[src/rtl/riscv_pkg.sv]
// Shared decode/execute definitions.
//   ctrl_t        packed control bundle; reg_write is the MSB and funct3 the LSBs
//   CTRL_W        width of ctrl_t
//   IMM_*         immSrc encodings used by the immediate sign-extender
//   RESULT_*      result_src encodings
//   ctrl_is_bubble  true when a bundle has no architectural side effect
package riscv_pkg;

  localparam int XLEN   = 32;
  localparam int CTRL_W = 14;

  typedef struct packed {
    logic       reg_write;
    logic [1:0] result_src;
    logic       mem_write;
    logic       jump;
    logic       branch;
    logic [3:0] alu_ctrl;
    logic       alu_src;
    logic [2:0] funct3;
  } ctrl_t;

  localparam logic [2:0] IMM_I = 3'b000;
  localparam logic [2:0] IMM_S = 3'b001;
  localparam logic [2:0] IMM_B = 3'b010;
  localparam logic [2:0] IMM_U = 3'b011;
  localparam logic [2:0] IMM_J = 3'b100;

  localparam logic [1:0] RESULT_ALU = 2'b00;
  localparam logic [1:0] RESULT_MEM = 2'b01;
  localparam logic [1:0] RESULT_PC4 = 2'b10;

  // A bubble carries an all-zero bundle, so none of the side-effect bits can be set.
  function automatic logic ctrl_is_bubble(input ctrl_t c);
    return (c == '0);
  endfunction

endpackage

[src/rtl/id_ex_reg_pipe_field.sv]
// pipe_field: width-parameterised pipeline flop.
//   clk  rising-edge clock
//   clr  synchronous clear, wins over en
//   en   load enable (low = hold)
//   d    next value
//   q    registered value
module pipe_field #(
  parameter int W = 1
) (
  input  logic         clk,
  input  logic         clr,
  input  logic         en,
  input  logic [W-1:0] d,
  output logic [W-1:0] q
);

  logic [W-1:0] r_q;

  always_ff @(posedge clk) begin
    if (clr)     r_q <= '0;
    else if (en) r_q <= d;
  end

  assign q = r_q;

endmodule

[src/rtl/id_ex_reg.sv]
// id_ex_reg: decode-to-execute pipeline register.
// Captures decode-stage operands, indices, PCs and control, presenting them to
// execute one cycle later. Supports stall (hold), flush (bubble) and a valid bit.
//   clk, rst                 clock, synchronous active-high reset
//   stall, flush             hazard controls; flush beats stall
//   valid_d ... ctrl_d       decode-stage inputs
//   valid_e ... ctrl_e       registered copies for execute
//   bubble_cnt               bubbles loaded since reset, saturating
// Optional: ID_EX_INSTR_TRACE_EN adds instr_d -> instr_e and a per-instruction
// sequence number seq_e taken from an internal wrapping counter.
module id_ex_reg #(
  parameter int XLEN   = 32,
  parameter int CTRL_W = 14
) (
  input  logic              clk,
  input  logic              rst,
  input  logic              stall,
  input  logic              flush,
  input  logic              valid_d,
  input  logic [XLEN-1:0]   pc_d,
  input  logic [XLEN-1:0]   pc_plus4_d,
  input  logic [XLEN-1:0]   rd1_d,
  input  logic [XLEN-1:0]   rd2_d,
  input  logic [XLEN-1:0]   imm_ext_d,
  input  logic [4:0]        rs1_d,
  input  logic [4:0]        rs2_d,
  input  logic [4:0]        rd_d,
  input  logic [CTRL_W-1:0] ctrl_d,
`ifdef ID_EX_INSTR_TRACE_EN
  input  logic [31:0]       instr_d,
  output logic [31:0]       instr_e,
  output logic [31:0]       seq_e,
`endif
  output logic              valid_e,
  output logic [XLEN-1:0]   pc_e,
  output logic [XLEN-1:0]   pc_plus4_e,
  output logic [XLEN-1:0]   rd1_e,
  output logic [XLEN-1:0]   rd2_e,
  output logic [XLEN-1:0]   imm_ext_e,
  output logic [4:0]        rs1_e,
  output logic [4:0]        rs2_e,
  output logic [4:0]        rd_e,
  output logic [CTRL_W-1:0] ctrl_e,
  output logic [15:0]       bubble_cnt
);

  import riscv_pkg::*;

  logic w_en;        // load enable for every field
  logic w_clr_data;  // zero data/index fields
  logic w_load_bub;  // this edge loads a bubble (outside reset)
  logic w_clr_bub;   // zero valid/control

  assign w_en       = !stall;
  assign w_clr_data = rst | flush;
  // A stalled slot holds even when valid_d is low; only a real load of an
  // empty decode slot turns into a bubble.
  assign w_load_bub = flush | (!stall & !valid_d);
  assign w_clr_bub  = rst | w_load_bub;

  pipe_field #(.W(1))      u_valid  (.clk(clk), .clr(w_clr_bub),  .en(w_en), .d(valid_d),    .q(valid_e));
  pipe_field #(.W(CTRL_W)) u_ctrl   (.clk(clk), .clr(w_clr_bub),  .en(w_en), .d(ctrl_d),     .q(ctrl_e));
  pipe_field #(.W(XLEN))   u_pc     (.clk(clk), .clr(w_clr_data), .en(w_en), .d(pc_d),       .q(pc_e));
  pipe_field #(.W(XLEN))   u_pc4    (.clk(clk), .clr(w_clr_data), .en(w_en), .d(pc_plus4_d), .q(pc_plus4_e));
  pipe_field #(.W(XLEN))   u_rd1    (.clk(clk), .clr(w_clr_data), .en(w_en), .d(rd1_d),      .q(rd1_e));
  pipe_field #(.W(XLEN))   u_rd2    (.clk(clk), .clr(w_clr_data), .en(w_en), .d(rd2_d),      .q(rd2_e));
  pipe_field #(.W(XLEN))   u_imm    (.clk(clk), .clr(w_clr_data), .en(w_en), .d(imm_ext_d),  .q(imm_ext_e));
  pipe_field #(.W(5))      u_rs1    (.clk(clk), .clr(w_clr_data), .en(w_en), .d(rs1_d),      .q(rs1_e));
  pipe_field #(.W(5))      u_rs2    (.clk(clk), .clr(w_clr_data), .en(w_en), .d(rs2_d),      .q(rs2_e));
  pipe_field #(.W(5))      u_rd     (.clk(clk), .clr(w_clr_data), .en(w_en), .d(rd_d),       .q(rd_e));

  // Saturating bubble counter.
  logic [15:0] r_bubble_cnt;

  always_ff @(posedge clk) begin
    if (rst)                                      r_bubble_cnt <= '0;
    else if (w_load_bub && r_bubble_cnt != 16'hFFFF) r_bubble_cnt <= r_bubble_cnt + 16'd1;
  end

  assign bubble_cnt = r_bubble_cnt;

`ifdef ID_EX_INSTR_TRACE_EN
  // Sequence numbers are handed out only to instructions actually entering execute.
  logic        w_cap_valid;
  logic [31:0] r_seq_ctr;

  assign w_cap_valid = valid_d & !flush & !stall;

  always_ff @(posedge clk) begin
    if (rst)              r_seq_ctr <= '0;
    else if (w_cap_valid) r_seq_ctr <= r_seq_ctr + 32'd1;
  end

  pipe_field #(.W(32)) u_instr (.clk(clk), .clr(w_clr_data), .en(w_en), .d(instr_d),   .q(instr_e));
  pipe_field #(.W(32)) u_seq   (.clk(clk), .clr(w_clr_bub),  .en(w_en), .d(r_seq_ctr), .q(seq_e));
`endif

endmodule

[config.mk]
export PLATFORM = sky130hd
export DESIGN_NAME = id_ex_reg
export DESIGN_NICKNAME = d
export VERILOG_FILES = /design/src/rtl/riscv_pkg.sv /design/src/rtl/id_ex_reg_pipe_field.sv /design/src/rtl/id_ex_reg.sv
export SDC_FILE = /design/constraint.sdc
export NUM_CORES = 1
export LEC_CHECK = 0
export ABC_AREA = 1
export BUFFER_PORTS_ARGS = -buffer_cell sky130_fd_sc_hd__clkbuf_2
export CELL_PAD_IN_SITES_DETAIL_PLACEMENT = 0
export CELL_PAD_IN_SITES_GLOBAL_PLACEMENT = 1
export CORE_MARGIN = 10
export CORE_UTILIZATION = 30
export DETAILED_ROUTE_END_ITERATION = 12
export PLACE_DENSITY_LB_ADDON = 0.1
export SETUP_SLACK_MARGIN = 0.4
export SYNTH_ARGS = -nofsm -noshare
export SYNTH_HDL_FRONTEND = slang
export SYNTH_SLANG_ARGS = --single-unit
export TNS_END_PERCENT = 50
[constraint.sdc]
create_clock -name clk -period 1.55 [get_ports clk]
set_input_delay 0 -clock clk [delete_from_list [all_inputs] [get_ports clk]]
set_output_delay 0 -clock clk [all_outputs]
set_load 0.01 [all_outputs]
==> impl_table.tex <==
\begin{tabular}{lr}
\hline
Metric & Value \\
\hline
\multicolumn{2}{l}{\textbf{Run status}} \\
\quad Run status & finished, violations left \\
\quad Failing checks & hold timing \\
\multicolumn{2}{l}{\textbf{Setup path}} \\
\quad Most common cell on crit path & sky130\_fd\_sc\_hd\_\_nand2\_1 \\
\quad Kind of cell with the highest combined delay on the critical path & simple AND/OR/NAND/NOR gates \\
\quad Critical Path RT & 1.95 ns \\
\quad Category of the critical setup timing path & register to register \\
\quad CP cell instances & nand2\_1 -> nor2\_4 -> nand3\_2 -> nor2\_2 -> nand3\_1 -> nand2\_1 -> nor2\_1 \\
\quad Worst EP arrival & 1.67 ns \\
\quad Worst-path maximum fanout & 6 \\
\quad Kind of end point of the critical path & register \\
\quad Crit path largest cell delay & 0.38 ns \\
\quad Launching element type of the critical path & register \\
\quad Slowest cell on the critical path & sky130\_fd\_sc\_hd\_\_dfxtp\_4 \\
\quad Crit path buf inv count & 0 \\
\multicolumn{2}{l}{\textbf{STA}} \\
\quad Unrepaired setup endpoints after global routing & true \\
\quad Pins over their slew limit & 0 \\
\quad Normalized max-slew margin & 0.725 \\
\quad Final Hold Fails & 2 \\
\quad Worst hold slack across all endpoints & -0.0714 ns \\
\quad Post-route minimum period & 1.26 ns \\
\quad Share of the clock period used by the worst path & 0.814 \\
\quad Worst setup skew after layout & 0.00321 ns \\
\quad Post-route setup TNS & 0 ns \\
\quad Peak Freq & 792 MHz \\
\quad Worst Max-Slew Pin Slew & 0.413 ns \\
\quad Count of final setup violators & 0 \\
\multicolumn{2}{l}{\textbf{Hold path}} \\
\quad Path class of the lowest-slack min-delay path & input pin to register \\
\multicolumn{2}{l}{\textbf{Cells and area}} \\
\quad Nets & 1779 \\
\quad Layout overhead on the synthesized area & 74.1\% \\
\quad End-of-flow core utilization & 0.534 \\
\quad Layout cell share with drive strength beyond 1 & 0.334 \\
\multicolumn{2}{l}{\textbf{Routing}} \\
\quad Average routed wire per standard cell & 16.5 um \\
\quad Remaining DRCs & 0 \\
\quad Final wirelength & 31900 um \\
\quad First-pass iteration count of the detailed router & 4 \\
\quad Detail-routed via count per cell & 4.41 \\
\quad Initial detailed-routing violation count & 518 \\
\quad Post-route ant nets & 0 \\
\quad Vias post-DR & 8502 \\
\multicolumn{2}{l}{\textbf{Synth}} \\
\quad Most used DFF post-synth & sky130\_fd\_sc\_hd\_\_dfxtp\_1 \\
\quad Number of distinct library cells after synthesis & 23 \\
\quad Cell count after synthesis & 985 \\
\quad Sequential cell area fraction in the yosys report & 0.550 \\
\quad Commonest cells in the synthesized netlist & sky130\_fd\_sc\_hd\_\_nand2\_1, sky130\_fd\_sc\_hd\_\_dfxtp\_1, sky130\_fd\_sc\_hd\_\_a21oi\_1 \\
\quad Share of the synthesized area in the top cell type & 0.550 \\
\quad Combined area of all synthesized cells & 0.00750 sq mm \\
\quad Total number of yosys warnings & 0 \\
\quad Number of synthesized flops with an enable pin & 0 \\
\quad Async set-or-reset flop fraction in the synthesized netlist & 0 \\
\quad Largest cells by area after synthesis & sky130\_fd\_sc\_hd\_\_dfxtp\_1, sky130\_fd\_sc\_hd\_\_nand2\_1, sky130\_fd\_sc\_hd\_\_a21oi\_1, sky130\_fd\_sc\_hd\_\_buf\_2, sky130\_fd\_sc\_hd\_\_nor2\_1 \\
\quad Synthesis-stage register bit count & 206 \\
\quad Largest area contributor in the synthesized netlist & sky130\_fd\_sc\_hd\_\_dfxtp\_1 \\
\quad Synthesized area per cell & 7.62 sq um \\
\quad Net count after synthesis & 1180 \\
\quad Most frequently used cell type in the post-synthesis netlist & sky130\_fd\_sc\_hd\_\_nand2\_1 \\
\multicolumn{2}{l}{\textbf{Power and ir drop}} \\
\quad Worst IR Drop VDD & 0.657 mV \\
\quad Sw Share & 0.244 \\
\quad Total Power Consumption & 12800 uW \\
\quad Leakage power figure & 0.00589 uW \\
\quad Net Switching & 3130 uW \\
\quad Fraction of power consumed by sequential logic & 0.431 \\
\quad Total power per unit cell area & 983 mW/mm\^{}2 \\
\quad Clock power share & 0.447 \\
\quad Cell-internal power & 9710 uW \\
\quad Combinational fraction of design power & 0.122 \\
\multicolumn{2}{l}{\textbf{Global routing}} \\
\quad Largest net degree at the start of global routing & 86 \\
\quad Wire length of the first global-routing pass & 48400 um \\
\quad Vias in the first global route & 8722 \\
\quad Antenna violations before repair & 0 \\
\quad Overall overflow remaining after global route & 0 \\
\quad GRT Total Usage & 0.188 \\
\multicolumn{2}{l}{\textbf{Place}} \\
\quad Port Buf Inserts & 399 \\
\quad Gpl congestion & 0.791 \\
\quad Detailed placement HPWL & 22000 um \\
\multicolumn{2}{l}{\textbf{Floorplan}} \\
\quad Die X-Extent & 178 um \\
\quad Die outline area & 0.0317 sq mm \\
\quad Core footprint & 0.0245 sq mm \\
\quad Height of the die & 178 um \\
\quad I/O pin count & 400 \\
\quad Site row count & 57 \\
\quad Initial core utilization & 0.307 \\
\multicolumn{2}{l}{\textbf{Flow run}} \\
\quad \# Max-Cap Violations & 0 \\
\multicolumn{2}{l}{\textbf{Clock network}} \\
\quad Number of buffers inserted during clock tree synthesis & 25 \\
\quad Number of H-tree levels & 1 \\
\quad Clock network latency to the later pin of the worst-skew pair & 0.51 ns \\
\quad Sink Count & 206 \\
\quad Clock transition at path regs & 0.06 ns \\
\quad Bufs on Longest Clock Path & 3 \\
\quad TritonCTS clock tree & built \\
\quad Buffer type at the clock tree root & sky130\_fd\_sc\_hd\_\_clkbuf\_16 \\
\hline
\end{tabular}
[layout make-up]
type / count / area (sq um)
Antenna cell: 1 / 2.50
Timing Repair Buffer: 636 / 4420
Inverter: 20 / 85.1
Clock buffer: 37 / 741
Sequential cell: 206 / 4180
Multi-Input combinational cell: 695 / 3160
Clock inverter: 9 / 76.3
Fill cell: 2371 / 11400
Tap cell: 324 / 405
[repair_timing]
| action | CTS | global route |
|---|---|---|
| hold buffers | 210 | 1 |
| hold endpoints to repair | 203 | 2 |
| endpoints found under the setup margin | 16 | 26 |
| cloned | 1 | 0 |
| setup buffers | 9 | 5 |
| pin swaps | 5 | 8 |
| resized for setup | 33 | 15 |
[state kept, by name, indices dropped and copies added (netlist names), 14 cells and up]
register and count:
u_imm.q 32, bubble_cnt 16, u_pc.q 32, u_rd2.q 32, u_pc4.q 32, u_ctrl.q 14, u_rd1.q 32
[power by group through the flow]
stage	Clock [uW]	Combinational (uW)	Sequential [uW]
detailed placement	0	1130	5660
global placement	0	1130	5650
floorplan	0	459	5730
CTS	5950	1590	5530
finish	5740	1570	5530
global route	6150	1720	5540
[layer usage]
| layer | up-vias | global-route usage | wire [um] |
|---|---|---|---|
| met5 | - | 0 | 0 |
| met4 | 0 | 0.0594 | 922 |
| met3 | 53 | 0.0638 | 3060 |
| met2 | 293 | 0.322 | 15400 |
| met1 | 3809 | 0.216 | 12500 |
| li1 | 4347 | - | - |
[layout by cell type, fill, tap and decap left out, types with 7 or more instances in the layout]
| master | count |
|---|---|
| sky130_fd_sc_hd__nor2_1 | 32 |
| sky130_fd_sc_hd__nor2_4 | 7 |
| sky130_fd_sc_hd__nand3_1 | 14 |
| sky130_fd_sc_hd__dlygate4sd3_1 | 211 |
| sky130_fd_sc_hd__clkbuf_2 | 398 |
| sky130_fd_sc_hd__a21oi_1 | 190 |
| sky130_fd_sc_hd__nand2_1 | 409 |
| sky130_fd_sc_hd__dfxtp_4 | 13 |
| sky130_fd_sc_hd__buf_4 | 16 |
| sky130_fd_sc_hd__clkbuf_8 | 7 |
| sky130_fd_sc_hd__dfxtp_1 | 190 |
| sky130_fd_sc_hd__buf_12 | 8 |
| sky130_fd_sc_hd__inv_1 | 12 |
| sky130_fd_sc_hd__a21oi_2 | 11 |
| sky130_fd_sc_hd__clkbuf_16 | 25 |
| sky130_fd_sc_hd__nand2_2 | 8 |
[cells by family after synthesis]
group	synth area share
compound gates	0.136
simple gates	0.256
xor+xnor	0.00117
fa+ha+maj	0.00167
buf+inv	0.0552
flops	0.550
[per-stage QoR]
stage | cell area, sq um | hold WS (ns) | setup WS, ns | std cells
after floorplan | 7580 | 0.0617 | 0.350 | 985
after global placement | 9840 | 0.196 | 0.205 | 1655
after detailed placement | 9840 | 0.193 | 0.187 | 1655
after CTS | 12900 | -0.222 | 0.304 | 1921
after global routing | 13100 | -0.0666 | 0.188 | 1927
final | 13100 | -0.0714 | 0.288 | 1928
[worst paths after layout]
path            startpoint            end  slack, ns  cells past startpoint
max          bubble_cnt[2]  bubble_cnt[7]       0.29                      7
min                valid_d  bubble_cnt[4]      -0.07                      4
max reg2reg  bubble_cnt[2]  bubble_cnt[7]       0.29                      7
min reg2reg      u_rd.q[4]      u_rd.q[4]       0.46                      2
[worst min-delay path, cell delays in order]
cell,delay [ns]
sky130_fd_sc_hd__clkbuf_2,0.10
sky130_fd_sc_hd__o21ai_4,0.12
sky130_fd_sc_hd__nand3_1,0.13
sky130_fd_sc_hd__a21oi_2,0.05
Note: power is estimated with default switching activity, not from simulation.
